### config.mk
export PLATFORM = sky130hd
export DESIGN_NAME = flat_fifo_ctrl
export DESIGN_NICKNAME = d
export VERILOG_FILES = /design/src/rtl/flat_fifo_pkg.sv /design/src/rtl/flat_fifo_ptr.sv /design/src/rtl/flat_fifo_ctrl.sv
export SDC_FILE = /design/constraint.sdc
export NUM_CORES = 1
export LEC_CHECK = 0
export BUFFER_PORTS_ARGS = -buffer_cell sky130_fd_sc_hd__buf_4
export CORE_MARGIN = 2
export CORE_UTILIZATION = 45
export CTS_CLUSTER_SIZE = 24
export DETAILED_ROUTE_END_ITERATION = 8
export GPL_ROUTABILITY_DRIVEN = 1
export PLACE_DENSITY = 0.73
export RECOVER_POWER = 25
export SLEW_MARGIN = 10
export SYNTH_ARGS = -nofsm -noshare
export SYNTH_HDL_FRONTEND = slang
export SYNTH_SLANG_ARGS = --single-unit
### constraint.sdc
create_clock -name clk -period 2.67 [get_ports clk]
set_clock_uncertainty 0.05 [all_clocks]
set_input_delay 0.4005 -clock clk [delete_from_list [all_inputs] [get_ports clk]]
set_output_delay 0.4005 -clock clk [all_outputs]
set_load 0.02 [all_outputs]
### src/rtl/flat_fifo_pkg.sv
// Package: flat_fifo_pkg
// Purpose: width helpers shared by the flat FIFO controller and its pointer sub-module.
//   flat_fifo_addr_w(depth) : pointer / head-index width, $clog2(depth) (at least 1)
//   flat_fifo_cnt_w(depth)  : occupancy width, one more bit than the pointer so DEPTH fits
package flat_fifo_pkg;

   function automatic int unsigned flat_fifo_addr_w(input int unsigned depth);
      return (depth > 1) ? $clog2(depth) : 1;
   endfunction

   function automatic int unsigned flat_fifo_cnt_w(input int unsigned depth);
      return flat_fifo_addr_w(depth) + 1;
   endfunction

endpackage

### src/rtl/flat_fifo_ptr.sv
// Module: flat_fifo_ptr
// Purpose: ADDR_W-bit wrapping pointer with increment and synchronous clear.
// Ports:
//   clk    in   clock, rising edge
//   rst_n  in   asynchronous reset, active-low (pointer -> 0)
//   clr_i  in   synchronous clear, wins over inc_i
//   inc_i  in   advance pointer by one, wrapping at 2**AddrW
//   ptr_o  out  current pointer value
module flat_fifo_ptr #(
   parameter int unsigned AddrW = 4
) (
   input  logic             clk,
   input  logic             rst_n,
   input  logic             clr_i,
   input  logic             inc_i,
   output logic [AddrW-1:0] ptr_o
);

   logic [AddrW-1:0] ptr_q, ptr_d;

   // DEPTH is a power of two, so natural overflow gives the DEPTH-1 -> 0 wrap.
   always_comb begin
      ptr_d = ptr_q;
      if (clr_i) begin
         ptr_d = '0;
      end else if (inc_i) begin
         ptr_d = ptr_q + AddrW'(1);
      end
   end

   always_ff @(posedge clk or negedge rst_n) begin
      if (!rst_n) begin
         ptr_q <= '0;
      end else begin
         ptr_q <= ptr_d;
      end
   end

   assign ptr_o = ptr_q;

endmodule

### src/rtl/flat_fifo_ctrl.sv
// Module: flat_fifo_ctrl
// Purpose: circular-buffer FIFO whose storage is exposed as a flattened bus (flat_mem); the
//   head index (rd_addr) selects the head word in a downstream mux. Valid/ready on both sides,
//   occupancy count, full/empty flags and a synchronous flush.
// Ports:
//   clk, rst_n           clock (rising edge), asynchronous active-low reset
//   flush                synchronous clear of pointers and count (storage kept)
//   wr_valid/wr_ready    push handshake, wr_ready = !full
//   wr_data              entry to push
//   rd_valid/rd_ready    pop handshake, rd_valid = !empty
//   flat_mem             entry i at [(i+1)*DATA_WIDTH-1 : i*DATA_WIDTH]
//   rd_addr              head index
//   count, full, empty   occupancy 0..DEPTH and its flags
// Optional (macro FLAT_FIFO_ERR_FLAGS_EN):
//   err_clr              clears the sticky error flags (a new set wins)
//   ovf_err              sticky: write attempted while full
//   udf_err              sticky: read attempted while empty
module flat_fifo_ctrl
   import flat_fifo_pkg::*;
#(
   parameter int unsigned DATA_WIDTH = 16,
   parameter int unsigned DEPTH      = 16
) (
   input  logic                          clk,
   input  logic                          rst_n,
   input  logic                          flush,
   input  logic                          wr_valid,
   output logic                          wr_ready,
   input  logic [DATA_WIDTH-1:0]         wr_data,
   output logic                          rd_valid,
   input  logic                          rd_ready,
   output logic [DATA_WIDTH*DEPTH-1:0]   flat_mem,
   output logic [$clog2(DEPTH)-1:0]      rd_addr,
   output logic [$clog2(DEPTH):0]        count,
   output logic                          full,
`ifdef FLAT_FIFO_ERR_FLAGS_EN
   input  logic                          err_clr,
   output logic                          ovf_err,
   output logic                          udf_err,
`endif
   output logic                          empty
);

   localparam int unsigned ADDR_W = flat_fifo_addr_w(DEPTH);
   localparam int unsigned CNT_W  = flat_fifo_cnt_w(DEPTH);

   logic [ADDR_W-1:0]     wr_ptr, rd_ptr;
   logic [CNT_W-1:0]      count_q, count_d;
   logic [DATA_WIDTH-1:0] mem_q [DEPTH];
   logic                  push, pop;

   // Flags come straight from the count register, so no input reaches an output.
   assign full     = (count_q == CNT_W'(DEPTH));
   assign empty    = (count_q == '0);
   assign wr_ready = ~full;
   assign rd_valid = ~empty;
   assign push     = wr_valid & ~full;
   assign pop      = rd_valid & rd_ready;

   flat_fifo_ptr #(
      .AddrW (ADDR_W)
   ) u_wr_ptr (
      .clk   (clk),
      .rst_n (rst_n),
      .clr_i (flush),
      .inc_i (push),
      .ptr_o (wr_ptr)
   );

   flat_fifo_ptr #(
      .AddrW (ADDR_W)
   ) u_rd_ptr (
      .clk   (clk),
      .rst_n (rst_n),
      .clr_i (flush),
      .inc_i (pop),
      .ptr_o (rd_ptr)
   );

   always_comb begin
      count_d = count_q;
      if (flush) begin
         count_d = '0;
      end else if (push && !pop) begin
         count_d = count_q + CNT_W'(1);
      end else if (pop && !push) begin
         count_d = count_q - CNT_W'(1);
      end
   end

   always_ff @(posedge clk or negedge rst_n) begin
      if (!rst_n) begin
         count_q <= '0;
      end else begin
         count_q <= count_d;
      end
   end

   // Flush suppresses the write so storage is left exactly as it was.
   always_ff @(posedge clk or negedge rst_n) begin
      if (!rst_n) begin
         for (int i = 0; i < int'(DEPTH); i++) begin
            mem_q[i] <= '0;
         end
      end else if (push && !flush) begin
         mem_q[wr_ptr] <= wr_data;
      end
   end

   for (genvar g = 0; g < int'(DEPTH); g++) begin : g_flat
      assign flat_mem[g*DATA_WIDTH +: DATA_WIDTH] = mem_q[g];
   end

   assign rd_addr = rd_ptr;
   assign count   = count_q;

`ifdef FLAT_FIFO_ERR_FLAGS_EN
   logic ovf_q, udf_q;

   always_ff @(posedge clk or negedge rst_n) begin
      if (!rst_n) begin
         ovf_q <= 1'b0;
         udf_q <= 1'b0;
      end else begin
         ovf_q <= (wr_valid & full)  | (ovf_q & ~err_clr);
         udf_q <= (rd_ready & empty) | (udf_q & ~err_clr);
      end
   end

   assign ovf_err = ovf_q;
   assign udf_err = udf_q;
`endif

endmodule

==> results.md, run 1 <==
- Outcome: finished clean
- Area share of xor/xnor cells in the synthesized design: 0.00573
- Detailed-route via count: 6,819
- Number of port buffers: 289
- Sink Count: 269
- Pin count of the biggest net entering global routing: 86
- DPL Wire Length: 19.1 mm
- Die width: 158 um
- Worst-path cell with the longest stage delay: or4_1
- CP Max Fanout: 14
- Startpoint class of the critical path: flip-flop
- Critical path data required time: 3.02 ns
- Design Power: 11.8 mW
- Starting Density: 0.457
- Hold Vio Cnt, Final: 0
- Crit. End Element: flip-flop
- Hold-critical path endpoint: u_wr_ptr.ptr_o[0]$_DFFE_PN0P_
- Seq/Total Area, Yosys: 0.629
- Warnings, synthesis: 0
- Fin worst setup slack: 0.198 ns
- DR iter-0 viols: 202
- IO Pins: 290
- Complex-gate fraction of the synthesized area: 0.0192
- R2r setup slk: 0.20 ns
- Largest family of logic cells by synthesized area: multiplexers
- Multiplexer share of the synthesized area: 0.273
- P per Cell Area: 837 nW/um^2
- Setup TNS: 0 ns
- Gp weighted congestion: 0.867
- Endpoints failing setup: 0
- RSZ-0062 raised after global routing: false
- Vias per cell: 5.21
- Max Freq: 0.405 GHz
- Syn nets: 710
- Adder-cell area share of the yosys netlist: 0.0124
- Clk slew on worst S/H paths: 0.06 ns
- Initial antenna violation count: 0
- Post-synthesis cell area: 10,700 um^2
- Gate Count Post-Synth: 679
- Worst slack at placement: 0.123 ns
- CTS root buf: clkbuf_16
- Post-synth top area share: 0.629
- Antenna Cells: 0
- # DRC: 0
- Global routing's busiest layer: met2
- Period utilization: 0.926
- FF-to-FF End: flat_mem[108]$_DFFE_PN0P_
- Main area contributors after synthesis: dfrtp_1 63%, mux2_2 27%, ha_1 1.1%, buf_6 0.84%, clkbuf_1 0.67%
- Netlist cell types: 36
- Area Overhead vs Synth: 31.2%
- Routed Antenna Nets: 0
- Global-route track usage on met2: 0.361
- Met3 usage: 0.0520
- Row count: 56
- Final #Nets: 1,007
- Crit-path cells: or4_1 -> buf_4 -> o21ai_4 -> or3_1 -> buf_12 -> mux2_2
- CP Data Arrival Time: 2.82 ns
- First-pass GRT wire length: 41.2 mm
- # H-tree levels: 1
- Critical path class: flip-flop to flip-flop
- Router iterations before antenna repair: 4
- R2r worst-path depth: 6
- Die Area: 25,000 um^2
- Mean Syn Cell Area: 15.8 um^2
- GR Util All Layers: 0.216
- Num CTS Buffers: 27
- Reg-to-Reg Start: count[0]$_DFFE_PN0P_
- CTS tree: done
- Fraction of met1 tracks used by global routing: 0.285
- Pleak: 7.47 nW
- Post-CTS Setup Bufs: 0
- Final WL: 27.2 mm
- Hold path cells: 2
- Worst min path class: input pin to flip-flop
- Worst-case clock buffer depth: 3
- Vias in the first global route: 6,784
- Slew HR: 0.214
- Delay of the slowest cell on the worst path: 0.54 ns
- Maximum vdd drop: 0.000718 V
- Max-Cap Viols: 0
- Layout cell share with drive strength beyond 1: 0.638
- Leading area contributor after synthesis: dfrtp_1
- Clk_lat worst skew: 0.52 ns
- Worst-Margin Slew: 1.18 ns
- Core Area: 23,400 um^2
- Worst Hold Launch: flush
- Synth Area in Simple Gates: 0.0305
- Fin. max-slew vios: 0
- Die H: 158 um
- Synth Register Bits: 269
- Fin crit period: 2.47 ns
- WL per Instance: 20.8 um
- Residual overflow from global routing: 0
## logic make-up after synthesis
family,count (synthesis)
DFF,269
and+or+nand+nor,56
AOI/OAI and AO/OA,26
adders and majority gates,10
muxes,260
buffers and inverters,51
xor gates and xnor gates,7
## cell usage after synthesis
| cell type | instances |
|---|---|
| a2111oi_4 | 2 |
| a21o_1 | 2 |
| a21oi_1 | 12 |
| a311oi_1 | 1 |
| and3_1 | 1 |
| buf_2 | 8 |
| buf_4 | 5 |
| buf_6 | 8 |
| buf_8 | 4 |
| clkbuf_1 | 19 |
| dfrtp_1 | 269 |
| fa_1 | 1 |
| ha_1 | 9 |
| inv_1 | 7 |
| mux2_2 | 257 |
| mux2i_1 | 3 |
| nand2_1 | 11 |
| nand2_2 | 8 |
| nand2b_1 | 3 |
| nand3_1 | 4 |
| nand4_1 | 1 |
| nor2_1 | 9 |
| nor3_1 | 3 |
| nor3_2 | 4 |
| nor4_1 | 3 |
| nor4_4 | 1 |
| o211ai_1 | 3 |
| o21ai_0 | 4 |
| o21ai_4 | 1 |
| o21bai_1 | 1 |
| or2_2 | 1 |
| or3_1 | 5 |
| or4_1 | 1 |
| or4b_2 | 1 |
| xnor2_1 | 3 |
| xor2_1 | 4 |
## state kept, by name, summed over array words and instances (netlist names)
signal	flops
count	5
flat_mem	256
u_rd_ptr.ptr_o	4
u_wr_ptr.ptr_o	4
## worst max-delay path: cells and delay by family, from the launching register on
family	cells	cell delay (ns)
AOI/OAI and AO/OA	1	0.32
DFF	1	0.39
and+or+nand+nor	2	0.86
muxes	1	0.35
buffers and inverters	2	0.39
## timing repair
item                                    CTS  global route
endpoints found under the setup margin    0             1
hold buffers                              1             0
endpoints found under the hold margin    77             0
gates resized for setup                   0             2
## layer usage
layer | vias to the layer above | wire, um
li1 | 2991 | -
met1 | 3531 | 11300
met2 | 254 | 13200
met3 | 43 | 2140
met4 | 0 | 638
met5 | - | 0
## final cells by class
| class | instances | area (um^2) |
|---|---|---|
| multi-input combinational | 359 | 3710 |
| inverter | 7 | 26.3 |
| tap | 319 | 399 |
| clock buffer | 35 | 726 |
| clock inverter | 9 | 100 |
| fill | 1900 | 9350 |
| sequential | 269 | 6740 |
| timing repair buffer | 312 | 2350 |
## worst max path at each step
stage	startpoint	end	slack, ns	cells past startpoint
3_3_place_gp	count[0]$_DFFE_PN0P_	count[4]$_DFFE_PN0P_	0.21	8
3_5_place_dp	count[0]$_DFFE_PN0P_	count[4]$_DFFE_PN0P_	0.12	8
4_1_cts	count[0]$_DFFE_PN0P_	count[4]$_DFFE_PN0P_	0.12	8
6_report	count[0]$_DFFE_PN0P_	flat_mem[108]$_DFFE_PN0P_	0.20	6
5_1_grt	count[0]$_DFFE_PN0P_	count[4]$_DFFE_PN0P_	0.03	8
2_1_floorplan	count[2]$_DFFE_PN0P_	count[4]$_DFFE_PN0P_	0.03	9
## cell usage in the layout (no fill, tap or decap), types with 8 or more instances in the layout
cell type and count:
buf_4 302, nand2_1 10, a21oi_1 9, nor2_1 9
dfrtp_1 266, clkbuf_16 27, mux2_2 257, clkbuf_1 8
nand2_2 9
## metrics by stage
| step | util | std cells | instance area (um^2) | hold WS, ns |
|---|---|---|---|---|
| 4_1_cts | 0.603 | 1310 | 14100 | 0.00696 |
| 3_3_place_gp | 0.568 | 1265 | 13300 | 0.404 |
| 2_1_floorplan | - | 679 | 10700 | 0.0549 |
| 3_5_place_dp | 0.568 | 1265 | 13300 | 0.402 |
| 6_report | 0.600 | 1310 | 14100 | 0.0235 |
| 5_1_grt | 0.600 | 1310 | 14100 | 0.0219 |
## report_power, final
| group | switching [mW] | internal [mW] | leakage (nW) |
|---|---|---|---|
| Clock | 1.50 | 2.09 | 0.402 |
| Combinational | 1.79 | 1.43 | 3.41 |
| Sequential | 0.331 | 4.62 | 3.65 |
No activity file was read; power rests on OpenSTA's default activity.
==> run 2, diff against run 1 <==
- MAX_ROUTING_LAYER: unset -> met4
==> run 2 against run 1 <==
Net effect: non-clock buffer count unchanged; hold slack about the same; die area unchanged; clock power about the same; utilization unchanged; total power about the same; count of clock-buffer cells in the layout unchanged; highest routed layer unchanged.
==> results.md, run 2 (synthesized netlist as in run 1, its figures left out) <==
- Clk_lat worst skew: 0.52 ns (about the same)
- # H-tree levels: 1 (unchanged)
- Met3 usage: 0.0493 (-0.00274)
- RSZ-0062 raised after global routing: false
- DR iter-0 viols: 206 (+2.0%)
- Filler cells: 1,900 (unchanged)
- Area Overhead vs Synth: 31.2% (unchanged)
- Worst min path class: input pin to flip-flop
- Starting Density: 0.457 (unchanged)
- Antenna Cells: 0 (unchanged)
- Max-Cap Viols: 0 (unchanged)
- Outcome: finished clean
- Critical path data required time: 3.02 ns (about the same)
- # DRC: 0 (unchanged)
- Delay of the slowest cell on the worst path: 0.54 ns (about the same)
- CTS root buf: clkbuf_16
- Most frequent cells in the layout: 302 x buf_4, 266 x dfrtp_1, 257 x mux2_2, 27 x clkbuf_16, 10 x nand2_1
- Worst Hold Launch: flush
- Row count: 56 (unchanged)
- Design Power: 11.8 mW (about the same)
- CTS tree: done
- Hold Vio Cnt, Final: 0 (unchanged)
- Residual overflow from global routing: 0 (unchanged)
- Fin. max-slew vios: 0 (unchanged)
- Pin count of the biggest net entering global routing: 86 (unchanged)
- Final core area utilization: 0.600 (unchanged)
- CP Max Fanout: 14 (unchanged)
- Max Freq: 0.403 GHz (-0.34%)
- Vias per cell: 5.23 (+0.45%)
- Startpoint class of the critical path: flip-flop
- Vias in the first global route: 6,813 (+0.43%)
- Num CTS Buffers: 27 (unchanged)
- Fin crit period: 2.48 ns (+0.00832 ns)
- Reg-to-Reg Start: count[0]$_DFFE_PN0P_
- First-pass GRT wire length: 41.1 mm (-0.18%)
- Final WL: 27.4 mm (+0.54%)
- Largest register FFs: 256 (unchanged)
- Detailed-route via count: 6,850 (+0.45%)
- Crit-path cells: or4_1 -> buf_4 -> o21ai_4 -> or3_1 -> buf_12 -> mux2_2
- Worst-Margin Slew: 1.18 ns (+0.00207 ns)
- Setup TNS: 0 ns (unchanged)
- CP Data Arrival Time: 2.83 ns (about the same)
- Critical path class: flip-flop to flip-flop
- Clk slew on worst S/H paths: 0.06 ns (about the same)
- Worst-path cell with the longest stage delay: or4_1
- Router iterations before antenna repair: 4 (unchanged)
- Endpoints failing setup: 0 (unchanged)
- Crit. End Element: flip-flop
- DPL Wire Length: 19.1 mm (unchanged)
- Period utilization: 0.929 (+0.00312)
- Initial antenna violation count: 0 (unchanged)
- Worst-case clock buffer depth: 3 (unchanged)
- Fraction of met1 tracks used by global routing: 0.287 (+0.00181)
- Crit path from: count[0]$_DFFE_PN0P_
- Routed Antenna Nets: 0 (unchanged)
- Commonest non-fill, non-tap cell in the layout: buf_4
- IO Pins: 290 (unchanged)
- WL per Instance: 20.9 um (+0.54%)
- Die Area: 25,000 um^2 (unchanged)
- Sink Count: 269 (unchanged)
- Layout cell share with drive strength beyond 1: 0.638 (unchanged)
- GR Util All Layers: 0.222 (+0.00633)
- Die H: 158 um (unchanged)
- Global routing's busiest layer: met2
- Post-CTS Setup Bufs: 0 (unchanged)
- Slew HR: 0.213 (-0.00138)
- Maximum vdd drop: 0.000717 V (-0.21%)
- P per Cell Area: 837 nW/um^2 (about the same)
- Final #Nets: 1,007 (unchanged)
- Die width: 158 um (unchanged)
- Core Area: 23,400 um^2 (unchanged)
- Gp weighted congestion: 0.882 (+1.6%)
- Global-route track usage on met2: 0.361 (about the same)
- Number of port buffers: 289 (unchanged)
- Pleak: 7.47 nW (unchanged)
[run 2: path summary, 6_finish.rpt]
path	endpoint	slack, ns	cells after the start
worst max-delay path	flat_mem[108]$_DFFE_PN0P_	0.19	6
worst min-delay path	u_wr_ptr.ptr_o[0]$_DFFE_PN0P_	0.02	2
worst max register to register	flat_mem[108]$_DFFE_PN0P_	0.19	6
worst min register to register	flat_mem[64]$_DFFE_PN0P_	0.45	1
max in group asynchronous	flat_mem[211]$_DFFE_PN0P_	0.46	3
min in group asynchronous	flat_mem[121]$_DFFE_PN0P_	0.63	2
[run 2: power breakdown]
group	leakage [nW]	total [mW]	internal [mW]	switching [mW]
clock	0.402	3.59	2.09	1.50
sequential	3.65	4.95	4.62	0.335
combinational	3.41	3.23	1.43	1.80
total	7.47	11.8	8.13	3.63
[run 2: cell type report]
| cell class | instances | area, um^2 | area share |
|---|---|---|---|
| Timing Repair Buffer | 312 | 2350 | 0.167 |
| Clock inverter | 9 | 100 | 0.00712 |
| Inverter | 7 | 26.3 | 0.00187 |
| Clock buffer | 35 | 726 | 0.0516 |
| Tap cell | 319 | 399 | 0.0284 |
| Multi-Input combinational cell | 359 | 3710 | 0.264 |
| Sequential cell | 269 | 6740 | 0.479 |
[run 2: per-stage QoR]
step,cells,cell area [um^2],hold slack (ns),setup WS [ns]
after floorplan,679,10700,0.0549,0.0348
final,1310,14100,0.0239,0.190
after global routing,1310,14100,0.0219,0.0330
after global placement,1265,13300,0.404,0.211
after CTS,1310,14100,0.00696,0.119
after detailed placement,1265,13300,0.402,0.123
[run 2: timing repair]
action                                 in CTS  in global routing
setup endpoints to repair                   0                  1
endpoints found under the hold margin      77                  0
resized for setup                           0                  2
hold buffers                                1                  0
[run 2: routing by layer]
metal  share of wire  vias up  routed length [um]
met5               0        -                   0
met4           0.023        0                 618
met3           0.072       42                1970
met2            0.48      251               13200
met1            0.42     3559               11600
li1                -     2998                   -
[run 2: critical path, delay by kind of cell (launching register included)]
| family | cells | cell delay (ns) |
|---|---|---|
| simple gates | 2 | 0.86 |
| flops | 1 | 0.39 |
| mux | 1 | 0.34 |
| buf+inv | 2 | 0.39 |
| compound gates | 1 | 0.32 |
